<file path="config.mk">
export PLATFORM = sky130hd
export DESIGN_NAME = pipeline_hazard_ctrl_flat
export DESIGN_NICKNAME = d
export VERILOG_FILES = /design/src/rtl/hazard_pkg.sv /design/src/rtl/pipeline_hazard_ctrl_if.sv /design/src/rtl/md_busy_tracker.sv /design/src/rtl/pipeline_hazard_ctrl.sv /design/src/flat_wrapper.sv
export SDC_FILE = /design/constraint.sdc
export NUM_CORES = 1
export LEC_CHECK = 0
export ABC_AREA = 1
export CAP_MARGIN = 5
export CORE_UTILIZATION = 45
export DETAILED_ROUTE_END_ITERATION = 8
export PLACE_DENSITY = 0.76
export SLEW_MARGIN = 25
export SYNTH_ARGS = -nofsm -noshare
export SYNTH_HDL_FRONTEND = slang
export SYNTH_SLANG_ARGS = --single-unit
</file>
<file path="constraint.sdc">
create_clock -name clk -period 4.8 [get_ports clk]
set_clock_uncertainty 0.2 [all_clocks]
set_input_delay 0.96 -clock clk [delete_from_list [all_inputs] [get_ports clk]]
set_output_delay 0.96 -clock clk [all_outputs]
set_load 0.02 [all_outputs]
</file>
<file path="src/rtl/hazard_pkg.sv">
// Shared definitions for the pipeline hazard/forwarding controller.
// Forwarding-select encodings and the mul/div tracker state type.
package hazard_pkg;

    localparam logic [1:0] FWD_RF = 2'b00;
    localparam logic [1:0] FWD_W  = 2'b01;
    localparam logic [1:0] FWD_M  = 2'b10;

    typedef enum logic {
        MD_IDLE,
        MD_BUSY
    } md_state_e;

endpackage

</file>
<file path="src/rtl/pipeline_hazard_ctrl_if.sv">
// Bundle between the datapath (master) and the hazard controller (slave).
interface pipeline_hazard_ctrl_if #(
    parameter int REG_AW = 5,
    parameter int CNT_W  = 16
);
    logic [REG_AW-1:0] Rs_D, Rt_D, Rs_E, Rt_E;
    logic [REG_AW-1:0] Write_Reg_E, Write_Reg_M, Write_Reg_W;
    logic              Reg_Write_E, Reg_Write_M, Reg_Write_W;
    logic              MemtoReg_E, MemtoReg_M;
    logic              Branch_D, Branch_Taken;
    logic              MD_Start_E, MD_Use_D;
    logic              Stall_F, Stall_D, Flush_D, Flush_E;
    logic              Forward_A_D, Forward_B_D;
    logic [1:0]        Forward_A_E, Forward_B_E;
    logic              MD_Busy;
    logic [CNT_W-1:0]  Stall_Count, Flush_Count;

    modport master (
        output Rs_D, Rt_D, Rs_E, Rt_E,
        output Write_Reg_E, Write_Reg_M, Write_Reg_W,
        output Reg_Write_E, Reg_Write_M, Reg_Write_W,
        output MemtoReg_E, MemtoReg_M,
        output Branch_D, Branch_Taken, MD_Start_E, MD_Use_D,
        input  Stall_F, Stall_D, Flush_D, Flush_E,
        input  Forward_A_D, Forward_B_D, Forward_A_E, Forward_B_E,
        input  MD_Busy, Stall_Count, Flush_Count
    );

    modport slave (
        input  Rs_D, Rt_D, Rs_E, Rt_E,
        input  Write_Reg_E, Write_Reg_M, Write_Reg_W,
        input  Reg_Write_E, Reg_Write_M, Reg_Write_W,
        input  MemtoReg_E, MemtoReg_M,
        input  Branch_D, Branch_Taken, MD_Start_E, MD_Use_D,
        output Stall_F, Stall_D, Flush_D, Flush_E,
        output Forward_A_D, Forward_B_D, Forward_A_E, Forward_B_E,
        output MD_Busy, Stall_Count, Flush_Count
    );
endinterface

</file>
<file path="src/rtl/md_busy_tracker.sv">
// Multi-cycle mul/div occupancy tracker: busy for MD_LAT-1 cycles after start.
module md_busy_tracker
    import hazard_pkg::*;
#(
    parameter int MD_LAT = 8
) (
    input  logic clk,
    input  logic rst_n,
    input  logic md_start,
    output logic md_busy
);
    localparam int CW = ($clog2(MD_LAT) < 4) ? 4 : $clog2(MD_LAT);

    md_state_e       state_q, state_d;
    logic [CW-1:0]   cnt_q, cnt_d;

    always_comb begin
        state_d = state_q;
        cnt_d   = cnt_q;
        unique case (state_q)
            MD_IDLE: begin
                if (md_start) begin
                    state_d = MD_BUSY;
                    cnt_d   = CW'(MD_LAT - 1);
                end
            end
            MD_BUSY: begin
                // a start while busy is ignored; the unit is non-pipelined
                if (cnt_q == CW'(1)) begin
                    state_d = MD_IDLE;
                    cnt_d   = '0;
                end else begin
                    cnt_d = cnt_q - CW'(1);
                end
            end
        endcase
    end

    always_ff @(posedge clk or negedge rst_n) begin
        if (!rst_n) begin
            state_q <= MD_IDLE;
            cnt_q   <= '0;
        end else begin
            state_q <= state_d;
            cnt_q   <= cnt_d;
        end
    end

    assign md_busy = (state_q == MD_BUSY);

endmodule

</file>
<file path="src/rtl/pipeline_hazard_ctrl.sv">
// Hazard detection, forwarding selects and stall/flush statistics
// for the 5-stage MIPS pipeline.
module pipeline_hazard_ctrl
    import hazard_pkg::*;
#(
    parameter int REG_AW      = 5,
    parameter int MD_LAT      = 8,
    parameter int CNT_W       = 16,
    parameter int BRANCH_IN_D = 1
) (
    input logic                   clk,
    input logic                   rst_n,
    pipeline_hazard_ctrl_if.slave hz
);
    localparam logic BR_D = (BRANCH_IN_D != 0);

    function automatic logic hit(input logic [REG_AW-1:0] a,
                                 input logic [REG_AW-1:0] b);
        return (a != '0) && (a == b);
    endfunction

    logic             md_busy;
    logic             lwstall, brstall, mdstall, stall;
    logic             stall_f, flush_d, flush_e;
    logic             fwd_a_d, fwd_b_d;
    logic [1:0]       fwd_a_e, fwd_b_e;
    logic [CNT_W-1:0] stall_cnt_q, stall_cnt_d;
    logic [CNT_W-1:0] flush_cnt_q, flush_cnt_d;

    md_busy_tracker #(.MD_LAT(MD_LAT)) u_md (
        .clk      (clk),
        .rst_n    (rst_n),
        .md_start (hz.MD_Start_E),
        .md_busy  (md_busy)
    );

    always_comb begin
        fwd_a_e = FWD_RF;
        if (hz.Reg_Write_M && hit(hz.Write_Reg_M, hz.Rs_E))
            fwd_a_e = FWD_M;
        else if (hz.Reg_Write_W && hit(hz.Write_Reg_W, hz.Rs_E))
            fwd_a_e = FWD_W;
        fwd_b_e = FWD_RF;
        if (hz.Reg_Write_M && hit(hz.Write_Reg_M, hz.Rt_E))
            fwd_b_e = FWD_M;
        else if (hz.Reg_Write_W && hit(hz.Write_Reg_W, hz.Rt_E))
            fwd_b_e = FWD_W;
        fwd_a_d = BR_D && hz.Reg_Write_M && hit(hz.Write_Reg_M, hz.Rs_D);
        fwd_b_d = BR_D && hz.Reg_Write_M && hit(hz.Write_Reg_M, hz.Rt_D);
    end

    always_comb begin
        lwstall = hz.MemtoReg_E &&
                  (hit(hz.Rt_E, hz.Rs_D) || hit(hz.Rt_E, hz.Rt_D));
        brstall = BR_D && hz.Branch_D &&
                  ((hz.Reg_Write_E &&
                    (hit(hz.Write_Reg_E, hz.Rs_D) ||
                     hit(hz.Write_Reg_E, hz.Rt_D))) ||
                   (hz.MemtoReg_M &&
                    (hit(hz.Write_Reg_M, hz.Rs_D) ||
                     hit(hz.Write_Reg_M, hz.Rt_D))));
        mdstall = hz.MD_Use_D && (md_busy || hz.MD_Start_E);
        stall   = lwstall || brstall || mdstall;
        // an E-resolved taken branch squashes D, so D never stalls
        if (!BR_D && hz.Branch_Taken) begin
            stall_f = 1'b0;
            flush_d = 1'b1;
            flush_e = 1'b1;
        end else begin
            stall_f = stall;
            flush_e = stall;
            flush_d = BR_D && hz.Branch_Taken && !stall;
        end
    end

    always_comb begin
        stall_cnt_d = stall_cnt_q;
        flush_cnt_d = flush_cnt_q;
        if (stall_f && !(&stall_cnt_q))
            stall_cnt_d = stall_cnt_q + CNT_W'(1);
        if (flush_d && !(&flush_cnt_q))
            flush_cnt_d = flush_cnt_q + CNT_W'(1);
    end

    always_ff @(posedge clk or negedge rst_n) begin
        if (!rst_n) begin
            stall_cnt_q <= '0;
            flush_cnt_q <= '0;
        end else begin
            stall_cnt_q <= stall_cnt_d;
            flush_cnt_q <= flush_cnt_d;
        end
    end

    assign hz.Stall_F     = rst_n && stall_f;
    assign hz.Stall_D     = rst_n && stall_f;
    assign hz.Flush_D     = !rst_n || flush_d;
    assign hz.Flush_E     = !rst_n || flush_e;
    assign hz.Forward_A_E = rst_n ? fwd_a_e : FWD_RF;
    assign hz.Forward_B_E = rst_n ? fwd_b_e : FWD_RF;
    assign hz.Forward_A_D = rst_n && fwd_a_d;
    assign hz.Forward_B_D = rst_n && fwd_b_d;
    assign hz.MD_Busy     = md_busy;
    assign hz.Stall_Count = stall_cnt_q;
    assign hz.Flush_Count = flush_cnt_q;

endmodule

</file>
<file path="src/flat_wrapper.sv">
// flat-port wrapper written by rule: the top's interface ports become plain ports
module pipeline_hazard_ctrl_flat import hazard_pkg::*;
#(
    parameter int REG_AW      = 5,
    parameter int MD_LAT      = 8,
    parameter int CNT_W       = 16,
    parameter int BRANCH_IN_D = 1
)
  (clk, rst_n, hz_Rs_D, hz_Rt_D, hz_Rs_E, hz_Rt_E, hz_Write_Reg_E, hz_Write_Reg_M, hz_Write_Reg_W, hz_Reg_Write_E, hz_Reg_Write_M, hz_Reg_Write_W, hz_MemtoReg_E, hz_MemtoReg_M, hz_Branch_D, hz_Branch_Taken, hz_MD_Start_E, hz_MD_Use_D, hz_Stall_F, hz_Stall_D, hz_Flush_D, hz_Flush_E, hz_Forward_A_D, hz_Forward_B_D, hz_Forward_A_E, hz_Forward_B_E, hz_MD_Busy, hz_Stall_Count, hz_Flush_Count);
  pipeline_hazard_ctrl_if #(.REG_AW(REG_AW), .CNT_W(CNT_W)) hz_i ();
  input logic clk;
  input logic rst_n;
  input wire logic [$bits(hz_i.Rs_D)-1:0] hz_Rs_D;
  input wire logic [$bits(hz_i.Rt_D)-1:0] hz_Rt_D;
  input wire logic [$bits(hz_i.Rs_E)-1:0] hz_Rs_E;
  input wire logic [$bits(hz_i.Rt_E)-1:0] hz_Rt_E;
  input wire logic [$bits(hz_i.Write_Reg_E)-1:0] hz_Write_Reg_E;
  input wire logic [$bits(hz_i.Write_Reg_M)-1:0] hz_Write_Reg_M;
  input wire logic [$bits(hz_i.Write_Reg_W)-1:0] hz_Write_Reg_W;
  input wire logic [$bits(hz_i.Reg_Write_E)-1:0] hz_Reg_Write_E;
  input wire logic [$bits(hz_i.Reg_Write_M)-1:0] hz_Reg_Write_M;
  input wire logic [$bits(hz_i.Reg_Write_W)-1:0] hz_Reg_Write_W;
  input wire logic [$bits(hz_i.MemtoReg_E)-1:0] hz_MemtoReg_E;
  input wire logic [$bits(hz_i.MemtoReg_M)-1:0] hz_MemtoReg_M;
  input wire logic [$bits(hz_i.Branch_D)-1:0] hz_Branch_D;
  input wire logic [$bits(hz_i.Branch_Taken)-1:0] hz_Branch_Taken;
  input wire logic [$bits(hz_i.MD_Start_E)-1:0] hz_MD_Start_E;
  input wire logic [$bits(hz_i.MD_Use_D)-1:0] hz_MD_Use_D;
  output wire logic [$bits(hz_i.Stall_F)-1:0] hz_Stall_F;
  output wire logic [$bits(hz_i.Stall_D)-1:0] hz_Stall_D;
  output wire logic [$bits(hz_i.Flush_D)-1:0] hz_Flush_D;
  output wire logic [$bits(hz_i.Flush_E)-1:0] hz_Flush_E;
  output wire logic [$bits(hz_i.Forward_A_D)-1:0] hz_Forward_A_D;
  output wire logic [$bits(hz_i.Forward_B_D)-1:0] hz_Forward_B_D;
  output wire logic [$bits(hz_i.Forward_A_E)-1:0] hz_Forward_A_E;
  output wire logic [$bits(hz_i.Forward_B_E)-1:0] hz_Forward_B_E;
  output wire logic [$bits(hz_i.MD_Busy)-1:0] hz_MD_Busy;
  output wire logic [$bits(hz_i.Stall_Count)-1:0] hz_Stall_Count;
  output wire logic [$bits(hz_i.Flush_Count)-1:0] hz_Flush_Count;
  assign hz_i.Rs_D = hz_Rs_D;
  assign hz_i.Rt_D = hz_Rt_D;
  assign hz_i.Rs_E = hz_Rs_E;
  assign hz_i.Rt_E = hz_Rt_E;
  assign hz_i.Write_Reg_E = hz_Write_Reg_E;
  assign hz_i.Write_Reg_M = hz_Write_Reg_M;
  assign hz_i.Write_Reg_W = hz_Write_Reg_W;
  assign hz_i.Reg_Write_E = hz_Reg_Write_E;
  assign hz_i.Reg_Write_M = hz_Reg_Write_M;
  assign hz_i.Reg_Write_W = hz_Reg_Write_W;
  assign hz_i.MemtoReg_E = hz_MemtoReg_E;
  assign hz_i.MemtoReg_M = hz_MemtoReg_M;
  assign hz_i.Branch_D = hz_Branch_D;
  assign hz_i.Branch_Taken = hz_Branch_Taken;
  assign hz_i.MD_Start_E = hz_MD_Start_E;
  assign hz_i.MD_Use_D = hz_MD_Use_D;
  assign hz_Stall_F = hz_i.Stall_F;
  assign hz_Stall_D = hz_i.Stall_D;
  assign hz_Flush_D = hz_i.Flush_D;
  assign hz_Flush_E = hz_i.Flush_E;
  assign hz_Forward_A_D = hz_i.Forward_A_D;
  assign hz_Forward_B_D = hz_i.Forward_B_D;
  assign hz_Forward_A_E = hz_i.Forward_A_E;
  assign hz_Forward_B_E = hz_i.Forward_B_E;
  assign hz_MD_Busy = hz_i.MD_Busy;
  assign hz_Stall_Count = hz_i.Stall_Count;
  assign hz_Flush_Count = hz_i.Flush_Count;
  pipeline_hazard_ctrl #(.REG_AW(REG_AW), .MD_LAT(MD_LAT), .CNT_W(CNT_W), .BRANCH_IN_D(BRANCH_IN_D)) u_core (.clk(clk), .rst_n(rst_n), .hz(hz_i));
endmodule
</file>
; Yosys cells after proc, flatten, opt, wreduce, memory -nomap -nowiden
; Cells that the tools add are included.
[word_totals]
regBits = 37
in_bits = 46
output_inout_bits = 43
[op_classes]
n_addsub = 3
n_eq_ne = 12
n_mux = 12
n_bitwise = 1
reduce_logical = 46
[op_table]
columns = operator, n
row1 = $eq A5 B5 Y1, 10
row2 = $add A16 B1 Y16 const B, 2
row3 = $reduce_and A16 Y1, 2
row4 = $logic_and A1 B1 Y1, 27
row5 = $reduce_bool A5 Y1, 4
row6 = $logic_or A1 B1 Y1, 9
row7 = $mux W2, 4
row8 = $mux W4, 2
row9 = $pmux W4 S2, 1
row10 = $eq A4 B1 Y1 const B, 1
row11 = $logic_not A1 Y1, 4
row12 = $mux W1, 4
row13 = $sub A4 B1 Y4 const B, 1
row14 = $ne A2 B2 Y1 const B, 1
row15 = $pmux W1 S2, 1
row16 = $not A1 Y1, 1

; Logic depth before layout (Yosys ltp)
; Gate-level depths: netlist of run 1.
[logic_depth]
ltp_word = 11
ltp_mapped = 16

; Cells and area by module
; From an unflattened synthesis of run 1, not the netlist that was laid out.
[unflattened]
hier_cells = 461
hier_area_um2 = 3174.3
[by_module_without_submodules]
columns = mod, n_inst, cells_each, area_each_um2, seq_area_each_um2
row1 = pipeline_hazard_ctrl, 1, 428, 2905.3, 800.8
row2 = md_busy_tracker, 1, 33, 269.0, 125.1

; Worst setup path before layout of run 1
; OpenSTA, ideal clock, no wires.
[synth_timing]
kind = input to output
start = input hz_Write_Reg_M[3]
end = output hz_Stall_F
arrival_time_ns = 2.383
t_required_ns = 3.640
setup_slack_ns = 1.257
cell_stages = 14
path_buffers = 3
cell_sequence = buf_2 -> inv_1 -> nand2_1 -> nand2_1 -> nand2_1 -> nor2_1 -> nand2_1 -> nand2_1 -> nand2_1 -> nand2_2 -> a21oi_4 -> buf_6 -> nor2_1 -> buf_4
[synth_via]
elab_chain_len = 9
[synth_lines]
columns = item, line_no
row1 = "start, declared", flat_wrapper.sv:18  ; input wire logic [$bits(hz_i.Write_Reg_M)-1:0] hz_Write_Reg_M;
row2 = $eq A5 B5 Y1 or $reduce_bool A5 Y1 (tied branches), pipeline_hazard_ctrl.sv:19  ; return (a != '0) && (a == b);
row3 = $logic_and A1 B1 Y1, pipeline_hazard_ctrl.sv:19
row4 = $logic_or A1 B1 Y1 *, pipeline_hazard_ctrl.sv:60  ; (hit(hz.Write_Reg_M, hz.Rs_D) ||
row5 = $logic_and A1 B1 Y1 *, pipeline_hazard_ctrl.sv:59  ; (hz.MemtoReg_M &&
row6 = $logic_or A1 B1 Y1 *, pipeline_hazard_ctrl.sv:58  ; hit(hz.Write_Reg_E, hz.Rt_D))) ||
row7 = $logic_and A1 B1 Y1 *, pipeline_hazard_ctrl.sv:55  ; brstall = BR_D && hz.Branch_D &&
row8 = $logic_or A1 B1 Y1 * (2 in series), pipeline_hazard_ctrl.sv:63  ; stall = lwstall || brstall || mdstall;
row9 = $logic_and A1 B1 Y1 *, -
row10 = "end, declared", flat_wrapper.sv:29  ; output wire logic [$bits(hz_i.Stall_F)-1:0] hz_Stall_F;
; Every way passes the cells marked *; elsewhere a longest branch is shown, timed or not.

; Worst setup path after layout of run 1
[layout_timing]
start = input hz_Write_Reg_M[1]
end = output hz_Flush_D
[layout_via]
elab_chain_len = 11
[layout_lines]
columns = item, line_no
row1 = $eq A5 B5 Y1 or $reduce_bool A5 Y1 (tied branches), pipeline_hazard_ctrl.sv:19
row2 = $logic_and A1 B1 Y1, pipeline_hazard_ctrl.sv:19
row3 = $logic_or A1 B1 Y1 *, pipeline_hazard_ctrl.sv:60
row4 = $logic_and A1 B1 Y1 *, pipeline_hazard_ctrl.sv:59
row5 = $logic_or A1 B1 Y1 *, pipeline_hazard_ctrl.sv:58
row6 = $logic_and A1 B1 Y1 *, pipeline_hazard_ctrl.sv:55
row7 = $logic_or A1 B1 Y1 * (2 in series), pipeline_hazard_ctrl.sv:63
row8 = $logic_not A1 Y1 *, pipeline_hazard_ctrl.sv:72  ; flush_d = BR_D && hz.Branch_Taken && !stall;
row9 = $logic_and A1 B1 Y1 *, pipeline_hazard_ctrl.sv:72
row10 = $logic_or A1 B1 Y1 *, pipeline_hazard_ctrl.sv:97  ; assign hz.Flush_D = !rst_n || flush_d;
row11 = "end, declared", flat_wrapper.sv:31  ; output wire logic [$bits(hz_i.Flush_D)-1:0] hz_Flush_D;
; Marks and branches as above.

==> results.toml, run 1 <==
[status]
status = "finished clean"

[critical_path]
path_max_fanout = 12
path_common_cell = "nand2_1"
regToRegSetupSlack_ps = 2180
crit_slowest_cell = "clkdlybuf4s50_1"
worst_r2r_path_depth = 7
crit_chain = "clkdlybuf4s50_1 -> nor2_1 -> nand3_2 -> inv_1 -> nor2_1 -> nand2_1 -> nand2_1 -> nand2_1 -> nand2_2 -> a21oi_4 -> nand2_1 -> nand2_1 -> clkdlybuf4s50_1"
required_ps = 3640
cp-end-kind = "output port"
r2r-end = "u_core.hz.Stall_Count[4]"
path_class = "input pin to output port"
crit_path_max_incr_delay_ps = 600
arrival_ps = 3300
worstSetupStartpointType = "input pin"
r2r_start = "u_core.hz.Stall_Count[0]"
endpoint = "hz_Flush_D"
crit_start = "hz_Write_Reg_M[1]"

[sta]
relSlewSlack_pct = 55.60
setup_viol = 0
max_freq_mhz = 224.1
setup_ws_ps = 338.0
tns_ps = 0
post-route-period-util_pct = 92.96
slew_viol_final = 0
hold_viol_final = 0
period_minus_slack_ps = 4462
hold_slack_ps = 316.2
rsz0062_at_grt = "false"
worst_pin_slew_ps = 664.0

[drt]
ant_nets = 0
avgRoutedWirePerCell_um = 13.49
totalWireLength_um = 8622
vias = 3251
drt_pass1_iterations = 4
drt_iter0_drc = 170
via_per_inst = 5.088
drcViolationCount = 0

[cells_and_area]
drive_gt1_share_pct = 6.262
fillers = 649
fin_area_sq_um = 4165
utilization_pct = 60.97
antenna_cells = 0
areaGrowthSynthToFinish_pct = 30.75
multiInputGateArea_sq_um = 1913
seqCellArea_sq_um = 925.9
num-nets-final = 593
layout.cells.non_filler = 639

[floorplanning]
die_area_sq_um = 7419
io_pins = 89
rows = 30
core_area_sq_um = 6832
start_util_pct = 46.63
die_width_um = 86.14
chipHeight_um = 86.14

[global_route]
grt_pass1_vias = 2996
grt_max_degree = 25
grt_antenna_before_repair = 0
grt_usage_pct = 23.97
grt_overflow = 0
grt_pass1_wl_um = 14160

[power_and_ir_drop]
power_switching_share_pct = 39.08
combPwrFrac_pct = 42.7
power.internal_mw = 0.7084
powerDensity_nw_per_um2 = 279.2
power_mw = 1.163
peakVddDrop_mv = 0.2471
switching_power_mw = 0.4545
clkPwrFrac_pct = 19.2
power_leakage_nw = 1.931
seq_power_share_pct = 38.1

[placed_design]
place.port_buffers = 88
globalplace.congestion = 0.9924
place_inst = 632
post-dp-hpwl_um = 6801
dpl_cell_area_sq_um = 4079
dp_slack_ps = 363.5

[clock_tree]
clock_path_buffers = 2
cts.sinks = 37
clk_latency_ps = 290
root_buffer = "clkbuf_8"
numCtsBuffers = 5
holdBufCountCts = 0
clk_pin_slew_ps = 70
cts_resized = 0
cts_tree = "built"
h-tree-depth = 2
cts_setup_buffers = 0

[synthesis]
syn_nets = 511
ys_warn_count = 0
synth_flop_cell = "dfrtp_1"
asyncSetResetFlopFracSynth_pct = 100.0
syn-cell-area_sq_um = 3186
synth_area_per_cell_sq_um = 6.910
synth_seq_cells = 37
ys_seq_area_share_pct = 29.07
syn_inst = 461
synth_edf_count = 0
ys_types = 34

[job]
drv_cap = 0

[min_path]
hold_class = "flip-flop to flip-flop"
how the worst min path moves through the flow:
| stage | from | end | slack [ps] | cells past startpoint |
|---|---|---|---|---|
| 2_1_floorplan | u_core.u_md.cnt_q[2] | u_core.u_md.cnt_q[2] | 290 | 2 |
| 3_3_place_gp | u_core.hz.Stall_Count[15] | u_core.hz.Stall_Count[15] | 300 | 2 |
| 3_5_place_dp | u_core.hz.Stall_Count[8] | u_core.hz.Stall_Count[8] | 310 | 2 |
| 4_1_cts | u_core.hz.Flush_Count[15] | u_core.hz.Flush_Count[15] | 330 | 2 |
| 5_1_grt | u_core.hz.Stall_Count[15] | u_core.hz.Stall_Count[15] | 360 | 2 |
| 6_report | u_core.hz.Flush_Count[15] | u_core.hz.Flush_Count[15] | 320 | 2 |
flip-flops by register name, indices dropped and copies added, names as in the netlist:
register,count
u_core.hz.Stall_Count,16
u_core.hz.Flush_Count,16
u_core.u_md.cnt_q,4
u_core.u_md.md_busy,1
worst max-delay path, delay by kind of cell:
kind                   cells  cell delay, ps
AOI/OAI and AO/OA          1             310
and+or+nand+nor            9             790
buffers and inverters      3            1240
power by group through the flow:
stage               logic (mW)  clock network (mW)  registers (mW)
finish                   0.497               0.223           0.443
global placement         0.489                   0           0.446
global route             0.548               0.243           0.454
floorplan                0.268                   0           0.485
CTS                      0.499               0.227           0.444
detailed placement       0.498                   0           0.448
cell usage in the layout, fill, tap and decap left out:
cell type | synthesis | routed
nand2_1 | 132 | 132
clkdlybuf4s50_1 | 0 | 87
inv_1 | 55 | 55
nor2_1 | 42 | 42
xor2_1 | 37 | 37
dfrtp_1 | 37 | 37
nand3_1 | 32 | 32
nand4_1 | 25 | 25
xnor2_1 | 18 | 18
nor3_1 | 12 | 12
a21oi_1 | 7 | 7
nand2_2 | 6 | 6
clkbuf_8 | 0 | 6
nor4_1 | 5 | 5
inv_2 | 4 | 4
o22ai_1 | 4 | 4
o21ai_2 | 4 | 4
ha_1 | 4 | 4
buf_4 | 3 | 3
nor2_2 | 2 | 2
nand3_2 | 2 | 2
a211oi_1 | 2 | 2
nand4_2 | 2 | 2
nand2_4 | 2 | 2
nand3b_1 | 2 | 2
a2111oi_0 | 1 | 1
o2111ai_1 | 1 | 1
o31ai_1 | 1 | 1
o21ai_1 | 1 | 1
a21oi_4 | 1 | 1
nor3b_2 | 1 | 1
a31oi_1 | 1 | 1
o21ai_0 | 1 | 1
a22oi_1 | 1 | 1
clkbuf_1 | 0 | 1
buf_2 | 7 | 1
kinds of logic (layout without fill, tap and decap cells):
| kind of cell | count (synthesis) | after routing | synth area share, % |
|---|---|---|---|
| simple gates | 265 | 265 | 37.86 |
| buf+inv | 75 | 157 | 10.88 |
| xor+xnor | 55 | 55 | 15.12 |
| flops | 37 | 37 | 29.07 |
| compound gates | 25 | 25 | 5.499 |
| fa+ha+maj | 4 | 4 | 1.571 |
synthesized netlist by cell type, types with 2 or more instances:
library cell | n | area, sq um
ha_1 | 4 | 50.05
inv_2 | 4 | 15.01
nand2_4 | 2 | 22.52
xnor2_1 | 18 | 157.7
nand3_2 | 2 | 20.02
o22ai_1 | 4 | 25.02
nor2_2 | 2 | 12.51
nand2_2 | 6 | 37.54
nand3_1 | 32 | 160.2
a21oi_1 | 7 | 35.03
buf_6 | 6 | 67.56
nor4_1 | 5 | 31.28
nand2_1 | 132 | 495.5
xor2_1 | 37 | 324.1
nand4_2 | 2 | 25.02
nor2_1 | 42 | 157.7
buf_2 | 7 | 35.03
nand4_1 | 25 | 156.4
inv_1 | 55 | 206.5
buf_4 | 3 | 22.52
a211oi_1 | 2 | 15.01
nand3b_1 | 2 | 15.01
nor3_1 | 12 | 60.06
dfrtp_1 | 37 | 925.9
o21ai_2 | 4 | 35.03
layer usage:
layer,part of all wire (%),vias to the layer above,track usage (%),wire length [um]
met5,0,-,0,0
met4,1.8,0,6.364,158
met3,4.5,12,4.716,388
met2,48,88,39.61,4161
met1,45,1512,31.98,3914
li1,-,1639,-,-
final cells by class:
class | instances | area share [%]
sequential | 37 | 22.23
clock buffer | 7 | 2.073
tap | 96 | 2.884
multi-input combinational | 349 | 45.93
inverter | 59 | 5.317
timing repair buffer | 91 | 21.57
No activity file was read; power rests on OpenSTA's default activity.
==> run 2: changes to the inputs <==
--- a/config.mk
+++ b/config.mk
@@ -6,6 +6,7 @@
 export NUM_CORES = 1
 export LEC_CHECK = 0
 export ABC_AREA = 1
+export ABC_CLOCK_PERIOD_IN_PS = 4800
 export CAP_MARGIN = 5
 export CORE_UTILIZATION = 45
 export DETAILED_ROUTE_END_ITERATION = 8
==> results of run 2 <==
Final layout, timing and power as in run 1 (identical DEF).
==> run 3: changes to the inputs <==
--- a/config.mk
+++ b/config.mk
@@ -11,7 +11,7 @@
 export CORE_UTILIZATION = 45
 export DETAILED_ROUTE_END_ITERATION = 8
 export PLACE_DENSITY = 0.76
-export SLEW_MARGIN = 25
+export SLEW_MARGIN = 10
 export SYNTH_ARGS = -nofsm -noshare
 export SYNTH_HDL_FRONTEND = slang
 export SYNTH_SLANG_ARGS = --single-unit
==> results of run 3 <==
Final layout, timing and power as in run 1 (identical DEF).
